<file path="src/rtl/game_pkg.sv">
// rtl/game_pkg.sv - shared room encoding and counter width for the maze game
package game_pkg;

  localparam int MOVE_W_DEF = 8;

  // One-hot room codes; bit position order defines the room output bus.
  typedef enum logic [6:0] {
    CAVE      = 7'b0000001,
    TUNNEL    = 7'b0000010,
    RIVER     = 7'b0000100,
    STASH     = 7'b0001000,
    DEN       = 7'b0010000,
    VAULT     = 7'b0100000,
    GRAVEYARD = 7'b1000000
  } room_e;

  function automatic logic dir_valid(input logic [3:0] dir);
    return ($countones(dir) == 1);
  endfunction

endpackage

</file>
<file path="src/rtl/sword_fsm.sv">
// rtl/sword_fsm.sv - sticky sword flag, set by any clock edge spent in the stash
module sword_fsm (
  input  logic clk,
  input  logic reset,
  input  logic in_stash,
  output logic sw
);

  always_ff @(posedge clk or posedge reset) begin
    if (reset) begin
      sw <= 1'b0;
    end else if (in_stash) begin
      sw <= 1'b1;
    end
  end

endmodule

</file>
<file path="src/rtl/maze_game.sv">
// rtl/maze_game.sv - room FSM with saturating move counter and sword pickup
module maze_game
  import game_pkg::*;
#(
  parameter int MOVE_W = MOVE_W_DEF
) (
  input  logic              clk,
  input  logic              reset,
  input  logic              n,
  input  logic              s,
  input  logic              e,
  input  logic              w,
  output logic              d,
  output logic              win,
  output logic [6:0]        room,
  output logic              sw,
  output logic [MOVE_W-1:0] moves
);

  room_e      state;
  room_e      next;
  logic       valid;
  logic       stepped;
  logic [3:0] dir;

  assign dir   = {n, s, e, w};
  assign valid = dir_valid(dir);
  assign room  = state;

  sword_fsm u_sword (
    .clk      (clk),
    .reset    (reset),
    .in_stash (state == STASH),
    .sw       (sw)
  );

  always_comb begin
    next = state;
    case (state)
      CAVE:      if (valid && e) next = TUNNEL;
      TUNNEL: begin
        if (valid && w)      next = CAVE;
        else if (valid && s) next = RIVER;
      end
      RIVER: begin
        if (valid && w)      next = STASH;
        else if (valid && n) next = TUNNEL;
        else if (valid && e) next = DEN;
      end
      STASH:     if (valid && e) next = RIVER;
      // The den resolves on the registered sword, regardless of inputs.
      DEN:       next = sw ? VAULT : GRAVEYARD;
      VAULT:     next = VAULT;
      GRAVEYARD: next = GRAVEYARD;
      default:   next = CAVE;
    endcase
  end

  // Only player-driven room changes count; the den resolution is not a move.
  assign stepped = (state != DEN) && (next != state);

  always_ff @(posedge clk or posedge reset) begin
    if (reset) begin
      state <= CAVE;
      d     <= 1'b0;
      win   <= 1'b0;
      moves <= '0;
    end else begin
      state <= next;
      d     <= (next == GRAVEYARD);
      win   <= (next == VAULT);
      if (stepped && (moves != {MOVE_W{1'b1}})) begin
        moves <= moves + 1'b1;
      end
    end
  end

endmodule

</file>
<file path="config.mk">
export PLATFORM = sky130hd
export DESIGN_NAME = maze_game
export DESIGN_NICKNAME = d
export VERILOG_FILES = /design/src/rtl/game_pkg.sv /design/src/rtl/sword_fsm.sv /design/src/rtl/maze_game.sv
export SDC_FILE = /design/constraint.sdc
export NUM_CORES = 1
export LEC_CHECK = 0
export CAP_MARGIN = 20
export CELL_PAD_IN_SITES_DETAIL_PLACEMENT = 0
export CELL_PAD_IN_SITES_GLOBAL_PLACEMENT = 1
export CORE_ASPECT_RATIO = 0.8
export CORE_MARGIN = 2
export CORE_UTILIZATION = 35
export DETAILED_ROUTE_END_ITERATION = 12
export GPL_TIMING_DRIVEN = 0
export PLACE_DENSITY_LB_ADDON = 0.1
export SLEW_MARGIN = 5
export SYNTH_ARGS = -nofsm -noshare
export SYNTH_HDL_FRONTEND = slang
export SYNTH_SLANG_ARGS = --single-unit
</file>
<file path="constraint.sdc">
create_clock -name clk -period 2.4 [get_ports clk]
set_clock_uncertainty 0.1 [all_clocks]
set_input_delay 0.48 -clock clk [delete_from_list [all_inputs] [get_ports clk]]
set_output_delay 0.48 -clock clk [all_outputs]
set_load 0.005 [all_outputs]
</file>
==> metrics list, run 1 <==
- The run finished, with violations left.
- The checks that failed: setup timing.
* Endpoints failing setup: 11
- The synthesized design contains 0 enable-type register cells.
- After the last flow step, the layout net total stands at 195.
- Layout cells sized above 1: 0.2446
- The die covers 4122 um2.
* Routed wire length per instance: 15.45 um
* Vias in the first global route: 1149
- Number of standard cells in the final layout excluding fillers: 226
- Across every metal layer, demand over resource in global routing totals 0.1786.
- Along the worst path, the maximum fanout reaches 6.
- The signal on the critical path passes through buf_8 -> clkinvlp_4 -> fa_1 -> inv_1 -> ha_2 -> ha_4 -> buf_6 -> nor3b_4 -> a2111oi_4 -> o22ai_1 -> or4_4 -> nor3_4 -> nor2_1 -> mux2_1.
* Y dimension of the die: 57.83 um
- For this design, the slowest cell found on the critical path is sky130_fd_sc_hd__fa_1.
- Final hold slack: 405.7 ps
- The area growth from synthesis to layout is 41.95%.
- Synth area leaders: sky130_fd_sc_hd__dfrtp_1, sky130_fd_sc_hd__nand2_1, sky130_fd_sc_hd__o21ai_0
- PwrDens: 861.8 nW/um2
- # placed instances: 210
- No sink is reached through more buffers than the 2 on the longest clock path.
* Core Area: 3447 um2
- The number of slew-limit violations in the final report came to 0.
- Entering global routing, the biggest net connects 19 pins.
- Clock tree synthesis found a total of 18 sinks.
- Placer Congestion: 0.8340
* Aggregate global routing overflow: 0
* Library cell used as clock root buffer: sky130_fd_sc_hd__clkbuf_8
* Leading register cell type out of synthesis: sky130_fd_sc_hd__dfrtp_1
- Type of origin of the critical path: primary input
* Vias: 1240
- Final hold violation count: 0
- Die Wd: 71.28 um
* Initial drt markers: 57
* Top-area cell type share of the netlist area: 0.3356
- Clock buffer count from CTS: 3
* Post-Syn Instances: 145
* Clock tree from TritonCTS: yes
* Yosys cell types: 49
- The repair_antennas step left the layout with diodes totalling 0.
- Based on the critical path, the design can be clocked at up to 293.5 MHz.
* Post-route minimum period: 3407 ps
- Number of inserted filler cells in the final layout: 325
- Portion of the post-synthesis area used by sequential elements: 0.3564
- In this run the number of H-tree levels came out at 1.
- Clock insertion delay at the later pin of the skew report: 250 ps
* Transition time at the pin with the least slew margin: 680.4 ps
* Fraction of the cycle the final worst path needs: 1.420
* Count of input and output buffers: 23
* Asr flop ratio synth: 1.000
* Crit path DAT: 3440 ps
- In this run the core area contains 19 standard-cell rows.
- Detailed placer's ending HPWL: 2334 um
- Post-Syn Area: 1267 um2
- CP peak stage delay: 480 ps
- The tool flagged a number of max-cap violations equal to 0.
- Syn_nets: 155
* Total routed wirelength: 3491 um
- For this run, the detailed router's first-pass iteration total came to 5.
- For the worst setup path, the data required time is 2430 ps.
- Number of hold buffers added after cts: 0
* Library cell occupying the most area in the post-synthesis netlist: sky130_fd_sc_hd__dfrtp_1
- Summed over all failing endpoints, the final setup total negative slack is -8257 ps.
- After detailed routing, the number of remaining DRC violations is 0.
- For this configuration, the core starts out at a cell density of 0.3677.
- Dividing the synthesized area by the synthesized cell count gives 8.741 um2.
- CP endpoint kind: register
- During synthesis, Yosys emitted a total of 0 warnings.
* Setup repair after global routing missed its margin: yes
- The first global-routing pass estimated 5823 um of wire.
- In this run the worst hold path is classified as register to register.
- Clock-pin slew was measured on the worst setup and hold paths at 60 ps.
- The worst setup path is of the primary input to register kind.
- In this run, synthesis produced a sequential element count of 18.
- Once routing completed, OpenROAD measured the worst setup slack at -1007 ps.
* Num ports: 24
- Power, Total: 1.551 mW
- The initial antenna violation count came to 0.
* Highest ir drop seen on vdd: 0.0005200 V
- Measured against its own limit, the worst slew margin works out to 0.5459.
* Antenna violation net count after detailed routing: 0
* Leakage power figure: 0.7515 nW
- After detailed routing, the number of vias per cell comes to 5.487.
-- synthesized netlist by cell type (3+ instances only) --
cell type	number
sky130_fd_sc_hd__o21ai_0	11
sky130_fd_sc_hd__nor2_1	12
sky130_fd_sc_hd__a211oi_1	3
sky130_fd_sc_hd__nand2_1	16
sky130_fd_sc_hd__xor2_1	5
sky130_fd_sc_hd__buf_2	3
sky130_fd_sc_hd__clkbuf_1	3
sky130_fd_sc_hd__inv_1	9
sky130_fd_sc_hd__ha_1	3
sky130_fd_sc_hd__dfrtp_1	17
sky130_fd_sc_hd__a21oi_1	5
sky130_fd_sc_hd__nor3_1	6
sky130_fd_sc_hd__nand3_1	6
-- metrics by stage --
step           cell area [um2]    util  worst slack [ps]
2_1_floorplan             1309       -             -1227
3_3_place_gp              1592  0.4617             -2008
3_5_place_dp              1592  0.4617             -2046
4_1_cts                   1772  0.5140             -1045
5_1_grt                   1799  0.5220             -1173
6_report                  1799  0.5220             -1007
-- cells by family after synthesis --
kind of cell,synth area share
compound gates,0.2103
buf+inv,0.04738
mux,0.02567
flops,0.3564
simple gates,0.2735
fa+ha+maj,0.04541
xor+xnor,0.04146
-- cells in the final DEF (no fill, tap or decap), types with 3 or more instances in the layout --
| cell | count |
|---|---|
| sky130_fd_sc_hd__a21oi_1 | 3 |
| sky130_fd_sc_hd__buf_4 | 10 |
| sky130_fd_sc_hd__nand3_1 | 6 |
| sky130_fd_sc_hd__nand2_1 | 15 |
| sky130_fd_sc_hd__inv_1 | 6 |
| sky130_fd_sc_hd__o21ai_0 | 4 |
| sky130_fd_sc_hd__nor3_2 | 3 |
| sky130_fd_sc_hd__clkbuf_8 | 3 |
| sky130_fd_sc_hd__o21ai_1 | 6 |
| sky130_fd_sc_hd__clkbuf_1 | 3 |
| sky130_fd_sc_hd__dfrtp_1 | 17 |
| sky130_fd_sc_hd__nor2_1 | 11 |
| sky130_fd_sc_hd__nor3_1 | 4 |
| sky130_fd_sc_hd__xor2_1 | 5 |
| sky130_fd_sc_hd__a211oi_1 | 3 |
| sky130_fd_sc_hd__buf_2 | 3 |
| sky130_fd_sc_hd__clkdlybuf4s50_1 | 19 |
-- flip-flops by register name, summed over array words and instances, names as in the netlist --
signal and cells:
room 7, u_sword.sw 1, moves 8, win 1
d 1
-- worst max-delay path: cells and delay by family --
family | cells | cell delay, ps
adders and majority gates | 3 | 920
and+or+nand+nor | 4 | 870
AOI/OAI and AO/OA | 2 | 560
muxes | 1 | 310
buffers and inverters | 4 | 300
-- repair_timing --
item / 4_1_cts / 5_1_grt
endpoints found under the setup margin: 13 / 13
gates resized for setup: 35 / 11
buffers inserted: 11 / 3
pin swaps: 12 / 5
-- report_power, final --
| group | total [mW] | internal [mW] | switching [mW] |
|---|---|---|---|
| registers | 0.488 | 0.391 | 0.0967 |
| clock network | 0.216 | 0.118 | 0.0983 |
| logic | 0.847 | 0.452 | 0.395 |
-- routing by layer --
layer	up-vias	routed length [um]	global-route usage
li1	606	-	-
met1	597	1764	0.2751
met2	35	1520	0.2619
met3	2	197	0.05043
met4	0	8	0.008086
met5	-	0	0
-- area by class of cell --
type | count | area [um2] | area share
flip-flops and latches | 18 | 451.7 | 0.2510
repair buffers | 36 | 366.6 | 0.2038
multi-input cells | 112 | 818.3 | 0.4548
well taps | 42 | 52.55 | 0.02921
plain buffers | 5 | 22.52 | 0.01252
inverters | 9 | 42.54 | 0.02364
clock buffers | 4 | 45.04 | 0.02503
-- worst paths after layout --
check / slack, ps / depth (start not counted) / from / endpoint
worst max-delay path: -1010 / 14 / n / moves[4]
worst min-delay path: 410 / 1 / moves[5] / moves[5]
worst max register to register: -350 / 8 / room[4] / moves[4]
worst min register to register: 410 / 1 / moves[5] / moves[5]
max in group asynchronous: 1240 / 2 / reset / u_sword.sw
min in group asynchronous: 530 / 2 / reset / moves[2]
Power figures use the tool's default switching activity.
==> run 2, diff against run 1 <==
- ABC_AREA: unset -> 1
- CORE_UTILIZATION: 35 -> 34
==> metrics list, run 2 <==
- Leading register cell type out of synthesis: sky130_fd_sc_hd__dfrtp_1 (unchanged)
- Synth warn: 0 (unchanged)
- The maximum number of pins on one net before global-route repair came to 19 (unchanged).
* Setup WS post-layout: -386.7 ps (was -1007 ps)
- Die Wd: 73.37 um (was 71.28 um)
- The vertical die dimension was 59.49 um (was 57.83 um).
* PwrDens: 781.0 nW/um2 (was 861.8 nW/um2)
- Biggest register: moves (unchanged)
* Standard cell area after detailed placement: 1642 um2 (was 1592 um2)
- The number of flip-flops and latches in the synthesized netlist was 18 (unchanged).
* R2R Path Start: room[6] (was room[4])
- Leading cell types in the layout, fill and taps excluded: sky130_fd_sc_hd__nand2_1, sky130_fd_sc_hd__clkdlybuf4s50_1, sky130_fd_sc_hd__dfrtp_1, sky130_fd_sc_hd__inv_1, sky130_fd_sc_hd__nand4_1 (was sky130_fd_sc_hd__clkdlybuf4s50_1, sky130_fd_sc_hd__dfrtp_1, sky130_fd_sc_hd__nand2_1, sky130_fd_sc_hd__nor2_1, sky130_fd_sc_hd__buf_4)
- The number of global-route vias before repair is 1205 (was 1149).
* Pre-antenna DRT Iters: 4 (was 5)
- Highest ir drop seen on vdd: 0.0004144 V (was 0.0005200 V)
- Synth area leaders: sky130_fd_sc_hd__dfrtp_1, sky130_fd_sc_hd__nand2_1, sky130_fd_sc_hd__nand4_1 (was sky130_fd_sc_hd__dfrtp_1, sky130_fd_sc_hd__nand2_1, sky130_fd_sc_hd__o21ai_0).
- Initial drt markers: 48 (was 57)
- The area added between synthesis and finish was 35.09% (was 41.95%).
- The number of buffers added on ports was 23 (unchanged).
* Initial antenna violation count: 0 (unchanged)
* Number of H-tree branching levels: 1 (unchanged)
* Library cell used as clock root buffer: sky130_fd_sc_hd__clkbuf_8 (unchanged)
* CP endpoint kind: register (unchanged)
- The number of CTS-inserted buffers was 3 (unchanged).
* Run status: finished, violations left (unchanged)
- Tightest slew margin relative to the limit: 0.5202 (was 0.5459)
* Endpoints failing setup: 8 (was 11)
- Leakage power figure: 0.8477 nW (was 0.7515 nW)
- The top cell type's share of synthesized area came to 0.3250 (was 0.3356).
- The net switching component of the power was 0.5737 mW (was 0.5897 mW).
* Number of placement rows: 20 (was 19)
- The overall track demand over capacity in global routing came to 0.1702 (was 0.1786).
- Asr flop ratio synth: 1.000 (unchanged)
- Fraction of the cycle the final worst path needs: 1.161 (was 1.420)
- The post-detailed-route DRC marker count came to 0 (unchanged).
- Initial core utilization: 0.3487 (was 0.3677)
- The core utilization of the finished layout was 0.4710 (was 0.5220).
- Detailed placer's ending HPWL: 2469 um (was 2334 um)
- Average footprint of a synthesized cell: 7.522 um2 (was 8.741 um2)
- Worst endpoint required time: 2490 ps (was 2430 ps)
- The share of power burned in the clock network is 0.183 (was 0.139).
- Antenna Diode Count: 0 (unchanged)
- Total routed wirelength: 3399 um (was 3491 um)
- Startpoint of the most critical setup path: w (was n)
- Num ports: 24 (unchanged)
* Layout cells sized above 1: 0.2647 (was 0.2446)
- The slew at the pin closest to its max-slew limit is 718.9 ps (was 680.4 ps).
- Cells along the critical path: buf_8 -> inv_4 -> fa_1 -> inv_2 -> ha_4 -> ha_4 -> inv_4 -> nand4_1 -> nand2_1 -> a21oi_2 -> nand2_2 -> nand2_2 -> a21oi_4 -> nand3_4 -> nand3_4 -> nand2_2 -> nand2_1 (was buf_8 -> clkinvlp_4 -> fa_1 -> inv_1 -> ha_2 -> ha_4 -> buf_6 -> nor3b_4 -> a2111oi_4 -> o22ai_1 -> or4_4 -> nor3_4 -> nor2_1 -> mux2_1)
- Most common cell after layout, fill and taps aside: sky130_fd_sc_hd__nand2_1 (was sky130_fd_sc_hd__clkdlybuf4s50_1)
- The area of all placed cells without fillers came to 1768 um2 (was 1799 um2).
- Launch instance of the worst min-delay path: moves[5] (unchanged)
- Antenna violation net count after detailed routing: 0 (unchanged)
- The worst-skew pair later-pin latency came to 250 ps (about the same).
- The number of buffers on the longest clock path is 2 (unchanged).
- Routed wire length per instance: 13.71 um (was 15.45 um)
* Critical path's most frequent cell: sky130_fd_sc_hd__nand2_2
* Yosys cell types: 33 (was 49)
- Vias: 1260 (was 1240)
* Combinational fraction of design power: 0.498 (was 0.546)
- The number of max-cap violations is 0 (unchanged).
- CP peak stage delay: 540 ps (was 480 ps)
- The number of fillers in the final layout came to 379 (was 325).
* Clock tree from TritonCTS: yes (unchanged)
- The synthesized instance count is 174 (was 145).
- The critical path data arrival time came to 2880 ps (was 3440 ps).
- The worst hold-check path type was register to register (unchanged).
- Avg Vias per Cell: 5.081 (was 5.487)
- Setup repair after global routing missed its margin: yes (unchanged).
- Failing checks: setup timing (unchanged)
* Die ar.: 4364 um2 (was 4122 um2)
- The critical path class is primary input to register (unchanged).
- The worst hold path depth was 2 (was 1).
- The global-route wire length before repair is 5623 um (was 5823 um).
- Core Area: 3754 um2 (was 3447 um2)
- Final hold violation count: 0 (unchanged)
* Max reg flops: 8 (unchanged)
- The internal power came to 0.8070 mW (was 0.9608 mW).
* Worst setup timing slack at the placement stage: -1163 ps (was -2046 ps)
* Fraction of power consumed by sequential logic: 0.319 (was 0.315)
* Number of hold buffers added after cts: 0 (unchanged)
* Most used standard cell by instance count after synthesis: sky130_fd_sc_hd__nand2_1 (was sky130_fd_sc_hd__dfrtp_1)
- The final critical path time including I/O delays and setup is 2787 ps (was 3407 ps).
* Aggregate global routing overflow: 0 (unchanged)
- Nets: 215 (was 195)
* Post-synth top cells: sky130_fd_sc_hd__nand2_1, sky130_fd_sc_hd__inv_1, sky130_fd_sc_hd__dfrtp_1 (was sky130_fd_sc_hd__dfrtp_1, sky130_fd_sc_hd__nand2_1, sky130_fd_sc_hd__nor2_1)
* Placer Congestion: 0.7731 (was 0.8340)
- Post-Syn Area: 1309 um2 (was 1267 um2)
- The number of enable flip-flop cells after synthesis was 0 (unchanged).
- The clock slew seen by the registers of the worst setup and hold paths is 70 ps (was 60 ps).
- The net switching fraction of the power was 0.4155 (was 0.3803).
- Slowest cell on crit path: sky130_fd_sc_hd__fa_1 (unchanged)
* Portion of the post-synthesis area used by sequential elements: 0.3451 (was 0.3564)
- The highest attainable clock frequency was 358.8 MHz (was 293.5 MHz).
* Sequential cell area: 451.7 um2 (unchanged)
- Multi-input gate area in the final layout: 840.8 um2 (was 818.3 um2)
- The highest fanout seen on the critical path was 7 (was 6).
* Type of origin of the critical path: primary input (unchanged)
- The worst reg-to-reg path cell count was 11 (was 8).
* Syn_nets: 184 (was 155)
- # clock sinks: 18 (unchanged)
* Library cell occupying the most area in the post-synthesis netlist: sky130_fd_sc_hd__dfrtp_1 (unchanged)
* Count of final max-slew check failures: 0 (unchanged)
- The total negative slack is -2959 ps (was -8257 ps).
==> run 2: power by group through the flow <==
stage	sequential (mW)	combinational [mW]	clock, mW
after floorplan	0.429	0.410	0
after global placement	0.436	0.599	0
after detailed placement	0.439	0.611	0
after CTS	0.434	0.657	0.259
after global routing	0.451	0.773	0.282
final	0.441	0.687	0.253
==> run 2: worst max-delay path: cells and delay by family <==
kind	cells	cell delay, ps
AOI/OAI and AO/OA	2	290
buffers and inverters	4	230
adders and majority gates	3	900
and+or+nand+nor	8	970
==> run 2: through the flow <==
stage               std cells  hold slack [ps]  power, mW
global route              248            445.0      1.507
floorplan                 174            317.8     0.8395
CTS                       247            406.6      1.350
global placement          241            378.9      1.035
detailed placement        241            389.4      1.050
finish                    248            412.1      1.381
==> run 2: logic make-up (layout without fill, tap and decap cells) <==
family / Yosys count / count (layout) / share of synthesized area
DFF: 18 / 18 / 0.3451
adders and majority gates: 4 / 4 / 0.04398
AOI/OAI and AO/OA: 19 / 19 / 0.08891
buffers and inverters: 27 / 56 / 0.07743
xor gates and xnor gates: 4 / 4 / 0.02677
and+or+nand+nor: 102 / 103 / 0.4178
==> run 2: layer usage <==
| layer | GRT usage | wire length [um] |
|---|---|---|
| met1 | 0.2352 | 1692 |
| met2 | 0.2651 | 1512 |
| met5 | 0 | 0 |
| met4 | 0.05455 | 59 |
| met3 | 0.03912 | 135 |
==> run 2: layout make-up <==
type,instances,area share
multi-input cells,130,0.4756
flip-flops and latches,18,0.2555
repair buffers,25,0.1415
inverters,26,0.06299
clock buffers,4,0.03114
well taps,44,0.03114
plain buffers,1,0.002123
==> run 2: worst paths after layout <==
kind	endpoint	slack, ps
worst max-delay path	moves[2]	-390
worst min-delay path	moves[5]	410
worst max register to register	moves[2]	200
worst min register to register	moves[5]	410
max in group asynchronous	moves[4]	1200
min in group asynchronous	win	540
==> run 2: what timing repair did <==
action | 4_1_cts | 5_1_grt
resized for setup | 19 | 9
buffers inserted | 1 | 1
setup endpoints to repair | 13 | 9
pin swaps | 10 | 15
gates cloned | 1 | 0
==> run 3, diff against run 2 <==
- ABC_CLOCK_PERIOD_IN_PS: unset -> 2400
- SLEW_MARGIN: 5 -> 20
==> results of run 3 <==
Final layout, timing and power as in run 2 (identical DEF).
